--- src/rtl/arq_pkg.sv ---
// Shared encodings for the ACL TX ARQ source engine.
// Decision kinds, FSM states and LT index width.
package arq_pkg;

    localparam int LT_W = 3;

    typedef enum logic [1:0] {
        KIND_NULL = 2'd0,
        KIND_NEW  = 2'd1,
        KIND_OLD  = 2'd2,
        KIND_ZERO = 2'd3
    } kind_e;

    typedef enum logic [1:0] {
        ST_IDLE   = 2'd0,
        ST_ACKCHK = 2'd1,
        ST_DECIDE = 2'd2
    } state_e;

endpackage

--- src/rtl/acltx_ltstate.sv ---
// Per-LT ARQ slice: ping-pong buffer occupancy, SEQN, wait/flush flags.
// Retransmit counter exists only when ARQ_AUTOFLUSH_EN is defined.
module acltx_ltstate
    import arq_pkg::*;
#(
    parameter int LEN_W = 10
`ifdef ARQ_AUTOFLUSH_EN
   ,parameter int RETX_MAX = 15
`endif
) (
    input  logic             clk_6M,
    input  logic             rstz,
    input  logic             i_init,
    input  logic             i_ack,
    input  logic             i_dec,
    input  kind_e            i_kind,
    input  logic             i_load,
    input  logic [LEN_W-1:0] i_load_len,
    input  logic             i_flush,
    output logic             o_act_v,
    output logic             o_pend_v,
    output logic             o_act_sel,
    output logic             o_seqn,
    output logic             o_wait_ack,
    output logic             o_flush_f,
    output logic             o_full,
    output logic [LEN_W-1:0] o_len_act
);

    logic             r_act_v, r_pend_v, r_sel, r_seqn, r_wait, r_flush;
    logic [LEN_W-1:0] r_len [2];
    logic             w_act_v, w_pend_v, w_sel, w_seqn, w_wait, w_flush;
    logic             w_full;
    logic [LEN_W-1:0] w_len [2];
`ifdef ARQ_AUTOFLUSH_EN
    logic [3:0]       r_retx, w_retx;
`endif

    // Next state: ack/decide release first, then load sees the freed slot.
    always_comb begin
        w_act_v  = r_act_v;
        w_pend_v = r_pend_v;
        w_sel    = r_sel;
        w_seqn   = r_seqn;
        w_wait   = r_wait;
        w_flush  = r_flush;
        w_len[0] = r_len[0];
        w_len[1] = r_len[1];
`ifdef ARQ_AUTOFLUSH_EN
        w_retx   = r_retx;
`endif
        if (i_ack) begin
            w_wait = 1'b0;
`ifdef ARQ_AUTOFLUSH_EN
            w_retx = 4'd0;
`endif
            if (r_pend_v) begin
                w_sel    = ~r_sel;
                w_act_v  = 1'b1;
                w_pend_v = 1'b0;
            end else begin
                w_act_v = 1'b0;
            end
        end
        if (i_dec) begin
            unique case (i_kind)
                KIND_ZERO: begin
                    w_seqn  = ~r_seqn;
                    w_wait  = 1'b1;
                    w_act_v = 1'b0;
                    w_flush = 1'b0;
`ifdef ARQ_AUTOFLUSH_EN
                    w_retx  = 4'd0;
`endif
                end
                KIND_OLD: begin
`ifdef ARQ_AUTOFLUSH_EN
                    if (r_retx != 4'hF) w_retx = r_retx + 4'd1;
                    if (w_retx == 4'(RETX_MAX)) w_flush = 1'b1;
`endif
                end
                KIND_NEW: begin
                    w_seqn = ~r_seqn;
                    w_wait = 1'b1;
`ifdef ARQ_AUTOFLUSH_EN
                    w_retx = 4'd0;
`endif
                end
                KIND_NULL: ;
            endcase
        end
        w_full = w_act_v & w_pend_v;
        if (i_load) begin
            if (!w_act_v) begin
                w_act_v      = 1'b1;
                w_len[w_sel] = i_load_len;
            end else if (!w_pend_v) begin
                w_pend_v      = 1'b1;
                w_len[~w_sel] = i_load_len;
            end
        end
        if (i_flush && (r_act_v || r_wait)) w_flush = 1'b1;
    end

    // State registers; new connection clears like reset.
    always_ff @(posedge clk_6M or negedge rstz) begin
        if (!rstz) begin
            r_act_v  <= 1'b0;
            r_pend_v <= 1'b0;
            r_sel    <= 1'b0;
            r_seqn   <= 1'b0;
            r_wait   <= 1'b0;
            r_flush  <= 1'b0;
            r_len[0] <= '0;
            r_len[1] <= '0;
`ifdef ARQ_AUTOFLUSH_EN
            r_retx   <= 4'd0;
`endif
        end else if (i_init) begin
            r_act_v  <= 1'b0;
            r_pend_v <= 1'b0;
            r_sel    <= 1'b0;
            r_seqn   <= 1'b0;
            r_wait   <= 1'b0;
            r_flush  <= 1'b0;
            r_len[0] <= '0;
            r_len[1] <= '0;
`ifdef ARQ_AUTOFLUSH_EN
            r_retx   <= 4'd0;
`endif
        end else begin
            r_act_v  <= w_act_v;
            r_pend_v <= w_pend_v;
            r_sel    <= w_sel;
            r_seqn   <= w_seqn;
            r_wait   <= w_wait;
            r_flush  <= w_flush;
            r_len[0] <= w_len[0];
            r_len[1] <= w_len[1];
`ifdef ARQ_AUTOFLUSH_EN
            r_retx   <= w_retx;
`endif
        end
    end

    assign o_act_v    = r_act_v;
    assign o_pend_v   = r_pend_v;
    assign o_act_sel  = r_sel;
    assign o_seqn     = r_seqn;
    assign o_wait_ack = r_wait;
    assign o_flush_f  = r_flush;
    assign o_full     = w_full;
    assign o_len_act  = r_len[r_sel];

endmodule

--- src/rtl/acltx_arqsrc.sv ---
// ACL TX ARQ source: per-slot NULL/NEW/OLD/ZERO decision engine.
// Define ARQ_AUTOFLUSH_EN to flush after RETX_MAX retransmissions.
module acltx_arqsrc
    import arq_pkg::*;
#(
    parameter int NUM_LT   = 8,
    parameter int LEN_W    = 10,
    parameter int RETX_MAX = 15
) (
    input  logic              clk_6M,
    input  logic              rstz,
    input  logic              conns_start_p,
    input  logic              mcu_load_p,
    input  logic [LT_W-1:0]   mcu_load_lt,
    input  logic [LEN_W-1:0]  mcu_load_len,
    input  logic              mcu_flush_p,
    input  logic              tx_req_p,
    input  logic [LT_W-1:0]   tx_lt,
    input  logic [NUM_LT-1:0] rx_arqn,
    input  logic [NUM_LT-1:0] rx_flow,
    output logic              tx_vld_p,
    output logic [1:0]        tx_kind,
    output logic              tx_seqn,
    output logic              tx_bufsel,
    output logic [LEN_W-1:0]  tx_len,
    output logic [NUM_LT-1:0] buf_avail,
    output logic              ack_free_p,
    output logic [LT_W-1:0]   ack_lt,
    output logic              load_err_p,
    output logic              busy
);

    if (RETX_MAX < 1 || RETX_MAX > 15) begin : g_bad_retx
        $error("RETX_MAX must fit the 4-bit retransmit counter");
    end

    state_e            r_state, w_state_nxt;
    logic [LT_W-1:0]   r_lt, w_lt_nxt;
    kind_e             r_kind, w_kind;
    logic              r_seqn, r_bufsel;
    logic [LEN_W-1:0]  r_len;
    logic              w_ack_en, w_dec_en;
    logic              w_seqn, w_ack_free;
    logic [LEN_W-1:0]  w_len;

    logic [NUM_LT-1:0] w_act_v, w_pend_v, w_sel, w_seqn_lt;
    logic [NUM_LT-1:0] w_wait, w_flush, w_full;
    logic [LEN_W-1:0]  w_len_act [NUM_LT];

    for (genvar g = 0; g < NUM_LT; g++) begin : g_lt
        acltx_ltstate #(
            .LEN_W      (LEN_W)
`ifdef ARQ_AUTOFLUSH_EN
           ,.RETX_MAX   (RETX_MAX)
`endif
        ) u_lt (
            .clk_6M     (clk_6M),
            .rstz       (rstz),
            .i_init     (conns_start_p),
            .i_ack      (w_ack_en && r_lt == LT_W'(g)),
            .i_dec      (w_dec_en && r_lt == LT_W'(g)),
            .i_kind     (w_kind),
            .i_load     (mcu_load_p && mcu_load_lt == LT_W'(g)),
            .i_load_len (mcu_load_len),
            .i_flush    (mcu_flush_p && mcu_load_lt == LT_W'(g)),
            .o_act_v    (w_act_v[g]),
            .o_pend_v   (w_pend_v[g]),
            .o_act_sel  (w_sel[g]),
            .o_seqn     (w_seqn_lt[g]),
            .o_wait_ack (w_wait[g]),
            .o_flush_f  (w_flush[g]),
            .o_full     (w_full[g]),
            .o_len_act  (w_len_act[g])
        );
    end

    // Slot decision for the latched LT, in priority order.
    always_comb begin
        w_kind = KIND_NULL;
        priority case (1'b1)
            !rx_flow[r_lt]:  w_kind = KIND_NULL;
            w_flush[r_lt]:   w_kind = KIND_ZERO;
            w_wait[r_lt]:    w_kind = KIND_OLD;
            w_act_v[r_lt]:   w_kind = KIND_NEW;
            default:         w_kind = KIND_NULL;
        endcase
        w_seqn = w_seqn_lt[r_lt];
        if (w_kind == KIND_NEW || w_kind == KIND_ZERO)
            w_seqn = ~w_seqn_lt[r_lt];
        w_len = '0;
        if (w_kind == KIND_NEW || w_kind == KIND_OLD)
            w_len = w_len_act[r_lt];
    end

    // FSM state register and latched LT.
    always_ff @(posedge clk_6M or negedge rstz) begin
        if (!rstz) begin
            r_state <= ST_IDLE;
            r_lt    <= '0;
        end else begin
            r_state <= w_state_nxt;
            r_lt    <= w_lt_nxt;
        end
    end

    // FSM next state and per-state strobes.
    always_comb begin
        w_state_nxt = r_state;
        w_lt_nxt    = r_lt;
        w_ack_en    = 1'b0;
        w_dec_en    = 1'b0;
        w_ack_free  = 1'b0;
        if (conns_start_p) begin
            w_state_nxt = ST_IDLE;
        end else begin
            unique case (r_state)
                ST_IDLE: begin
                    if (tx_req_p) begin
                        w_state_nxt = ST_ACKCHK;
                        w_lt_nxt    = tx_lt;
                    end
                end
                ST_ACKCHK: begin
                    w_state_nxt = ST_DECIDE;
                    if (w_wait[r_lt] && rx_arqn[r_lt]) begin
                        w_ack_en   = 1'b1;
                        w_ack_free = w_act_v[r_lt];
                    end
                end
                ST_DECIDE: begin
                    w_state_nxt = ST_IDLE;
                    w_dec_en    = 1'b1;
                    w_ack_free  = (w_kind == KIND_ZERO) && w_act_v[r_lt];
                end
                default: w_state_nxt = ST_IDLE;
            endcase
        end
    end

    // Hold the last decision between strobes.
    always_ff @(posedge clk_6M or negedge rstz) begin
        if (!rstz) begin
            r_kind   <= KIND_NULL;
            r_seqn   <= 1'b0;
            r_bufsel <= 1'b0;
            r_len    <= '0;
        end else if (conns_start_p) begin
            r_kind   <= KIND_NULL;
            r_seqn   <= 1'b0;
            r_bufsel <= 1'b0;
            r_len    <= '0;
        end else if (w_dec_en) begin
            r_kind   <= w_kind;
            r_seqn   <= w_seqn;
            r_bufsel <= w_sel[r_lt];
            r_len    <= w_len;
        end
    end

    assign tx_vld_p   = w_dec_en;
    assign tx_kind    = w_dec_en ? w_kind : r_kind;
    assign tx_seqn    = w_dec_en ? w_seqn : r_seqn;
    assign tx_bufsel  = w_dec_en ? w_sel[r_lt] : r_bufsel;
    assign tx_len     = w_dec_en ? w_len : r_len;
    assign buf_avail  = ~(w_act_v & w_pend_v);
    assign ack_free_p = w_ack_free;
    assign ack_lt     = w_ack_free ? r_lt : '0;
    assign load_err_p = mcu_load_p && !conns_start_p && w_full[mcu_load_lt];
    assign busy       = (r_state != ST_IDLE);

endmodule

--- config.mk ---
export PLATFORM = sky130hd
export DESIGN_NAME = acltx_arqsrc
export DESIGN_NICKNAME = d
export VERILOG_FILES = /design/src/rtl/arq_pkg.sv /design/src/rtl/acltx_ltstate.sv /design/src/rtl/acltx_arqsrc.sv
export SDC_FILE = /design/constraint.sdc
export NUM_CORES = 1
export LEC_CHECK = 0
export CORE_MARGIN = 1
export CORE_UTILIZATION = 60
export CTS_CLUSTER_SIZE = 40
export DETAILED_ROUTE_END_ITERATION = 10
export PLACE_DENSITY = 0.79
export REMOVE_ABC_BUFFERS = 1
export SLEW_MARGIN = 20
export SYNTH_ARGS = -nofsm -noshare
export SYNTH_HDL_FRONTEND = slang
export SYNTH_HIERARCHICAL = 1
export SYNTH_SLANG_ARGS = --single-unit
--- constraint.sdc ---
create_clock -name clk_6M -period 7.5 [get_ports clk_6M]
set_input_delay 1.875 -clock clk_6M [delete_from_list [all_inputs] [get_ports clk_6M]]
set_output_delay 1.875 -clock clk_6M [all_outputs]
set_load 0.02 [all_outputs]
==> flow_metrics.py <==
metrics = {
    "outcome": {
        "status": "completed",
    },
    "timing": {
        "worst_slack_ns": 0.4128,
        "period_share_pct": 94.50,
        "fin_hold_ws_ns": 0.5129,
        "grt_setup_unrepaired": "no",
        "final_hold_viol_count": 0,
        "tightest_slew_ns": 0.9852,
        "clock.fmax_ghz": 0.1411,
        "fin_setup_tns_ns": 0,
        "period_minus_slack_ns": 7.087,
        "final-max-slew-violation-count": 0,
        "max-slew-margin-rel_pct": 34.32,
        "finClkSkew_ns": 0.01504,
        "setup_viol": 0,
    },
    "flow_run": {
        "cap_violations": 0,
    },
    "setup_path": {
        "cp.required_ns": 5.62,
        "regToRegStartpoint": "r_lt[1]",
        "cp-end-kind": "output port",
        "cp.arrival_ns": 5.21,
        "worstReg2RegEnd": "g_lt[3].u_lt/r_len[14]",
        "r2r_cells": 14,
        "startpoint_type": "input pin",
        "worstSetupPathType": "in2out",
        "reg2reg_slack_ns": 3.23,
        "cp_max_fo": 10,
    },
    "synth": {
        "synth-edff-count": 0,
        "yosys_warnings": 6,
        "synth_top_area_cell": "dfrtp_1",
        "syn_area_per_cell_um2": 8.527,
        "synthTopCellsByArea": "dfrtp_1 33%, nand2b_1 7.0%, or4_1 6.9%",
        "synthFlopType": "dfrtp_1",
        "ys_seq_elements": 227,
        "syn_area_um2": 17330,
        "async_flop_share_pct": 100.0,
        "syn_inst": 2032,
        "ys_seq_area_share_pct": 32.78,
        "ys_types": 56,
        "synth_top_area_share_pct": 32.78,
    },
    "die": {
        "die_h_um": 171.9,
        "io_pins": 67,
        "start_util_pct": 61.69,
        "coreArea_um2": 28090,
        "rows": 61,
        "die_w_um": 171.9,
        "dieArea_um2": 29560,
    },
    "placed_design": {
        "io_buffers": 66,
        "pre_cts_slack_ns": 0.4619,
        "place_area_um2": 17770,
        "gp_congestion": 0.9087,
        "dp_hpwl_um": 32490,
        "dp_cells": 2329,
    },
    "clock_tree": {
        "cts_tree": "yes",
        "clk_pin_slew_ns": 0.06,
        "htree_num_levels": 1,
        "cts.sinks": 227,
        "clock_latency_ns": 0.56,
        "cts_buffer_depth": 3,
        "cts_resized": 0,
        "numCtsBuffers": 28,
        "cts_hold_buf": 0,
        "root_buffer": "clkbuf_16",
        "post_cts_buffers": 0,
    },
    "grt": {
        "grt_overflow": 0,
        "antenna_found_initial": 3,
        "grt_max_degree": 288,
        "grt.total_usage_pct": 34.53,
        "grt_pass1_vias": 14950,
        "grt_pass1_wl_um": 80610,
    },
    "routing": {
        "drtIter0Drc": 1802,
        "viasPerCell": 6.840,
        "wire_per_inst_um": 21.61,
        "via_count": 16290,
        "drt_wl_total_um": 51450,
        "first_pass_iters": 5,
        "drc": 0,
        "ant_nets": 0,
    },
    "power": {
        "p_per_area_nw_per_um2": 170.3,
        "leakage_nw": 8.483,
        "peakVddDrop_v": 0.0001497,
        "p_total_mw": 3.184,
    },
    "cells_and_area": {
        "layout_commonest_cell": "dfrtp_1",
        "postLayoutCoreUtil_pct": 66.59,
        "final_cell_mix": "225 x dfrtp_1, 195 x nand2b_1, 193 x nor2_1, 186 x a21oi_1, 181 x o21ai_0",
        "syn2layout_area_growth_pct": 7.943,
        "final_area_um2": 18700,
        "nets": 2024,
        "fin_cells": 2381,
        "drive_above_1_share_pct": 13.85,
        "fillerInstances": 2254,
    },
    "min_path": {
        "hold_class": "reg2reg",
        "hp-start": "r_seqn",
        "hold_end": "r_seqn",
        "whs_path_depth": 2,
    },
}
-- worst max-delay path by stage --
stage	startpoint	end	cells after the start
floorplan	rx_arqn[5]	load_err_p	10
global placement	rx_arqn[5]	load_err_p	12
detailed placement	rx_flow[6]	load_err_p	12
CTS	rx_flow[7]	load_err_p	12
global route	rx_flow[7]	load_err_p	12
finish	rx_flow[7]	load_err_p	12
-- logic make-up (layout without fill, tap and decap cells) --
logic type	count (synthesis)	in the layout	synth area share, %
buffers and inverters	217	185	7.178
AOI/OAI and AO/OA	445	445	14.56
muxes	154	154	11.86
adders and majority gates	5	5	0.3611
DFF	227	227	32.78
and+or+nand+nor	976	976	32.85
xor gates and xnor gates	8	8	0.4044
other	0	3	0
-- sequential cells by signal, indices dropped and copies added, names as in the netlist, 3 cells and up --
register / flops
r_lt: 3
r_len: 10
g_lt.u_lt/o_flush_f: 8
g_lt.u_lt/o_pend_v: 8
g_lt.u_lt/o_act_sel: 8
g_lt.u_lt/o_wait_ack: 8
g_lt.u_lt/o_seqn: 8
g_lt.u_lt/r_len: 160
g_lt.u_lt/o_act_v: 8
-- layer usage --
layer / part of all wire (%) / vias up / global-route usage (%)
met3: 10 / 146 / 5.310
li1: - / 7276 / -
met5: 0.025 / - / 0
met2: 45 / 818 / 52.86
met1: 41 / 8044 / 48.72
met4: 3.9 / 2 / 14.47
-- layout make-up --
class,instances,area [um2],share of cell area [%]
Clock inverter,11,105.1,0.5620
Inverter,6,22.52,0.1204
Multi-Input combinational cell,1588,10460,55.95
Clock buffer,38,788.3,4.215
Tap cell,378,473.0,2.529
Sequential cell,227,5683,30.39
Timing Repair Buffer,130,1160,6.201
Antenna cell,3,7.507,0.04014
-- critical path: stages --
cell             delay, ns
clkdlybuf4s50_1       0.40
mux4_2                0.47
mux2_2                0.32
o21ai_0               0.14
inv_1                 0.26
buf_4                 0.24
nand3_2               0.09
and3_1                0.19
mux4_2                0.23
mux2i_1               0.09
nor3b_1               0.24
clkdlybuf4s50_1       0.66
-- synth_stat cells (4+ instances only) --
library cell  instances
nand2_1              82
buf_2                44
nand3_1             177
clkbuf_2              8
buf_4                 9
a21oi_1             194
a21o_1                8
mux2_2               87
a22oi_1              16
nand2b_1            195
dfrtp_1             227
xor2_1                8
buf_6                44
mux4_2               31
a211oi_1             10
and3b_1              80
buf_1                10
o2bb2ai_2             9
o21ai_0             181
nand3_2               8
inv_1                 4
and4bb_1              8
o2bb2ai_1             8
mux2i_1              34
nor2_1              199
nor3_1               11
and3_1                9
or4_1               160
clkbuf_1             96
nor2b_1              20
nor4b_1               8
ha_1                  5
nand3b_1             10
a21bo_2               8
-- report_power, final --
group	switching, mW	internal (mW)	total (mW)
Combinational	0.335	0.212	0.546
Sequential	0.0530	1.26	1.31
Clock	0.556	0.768	1.32
Total	0.944	2.24	3.18
No activity file was read; power rests on OpenSTA's default activity.
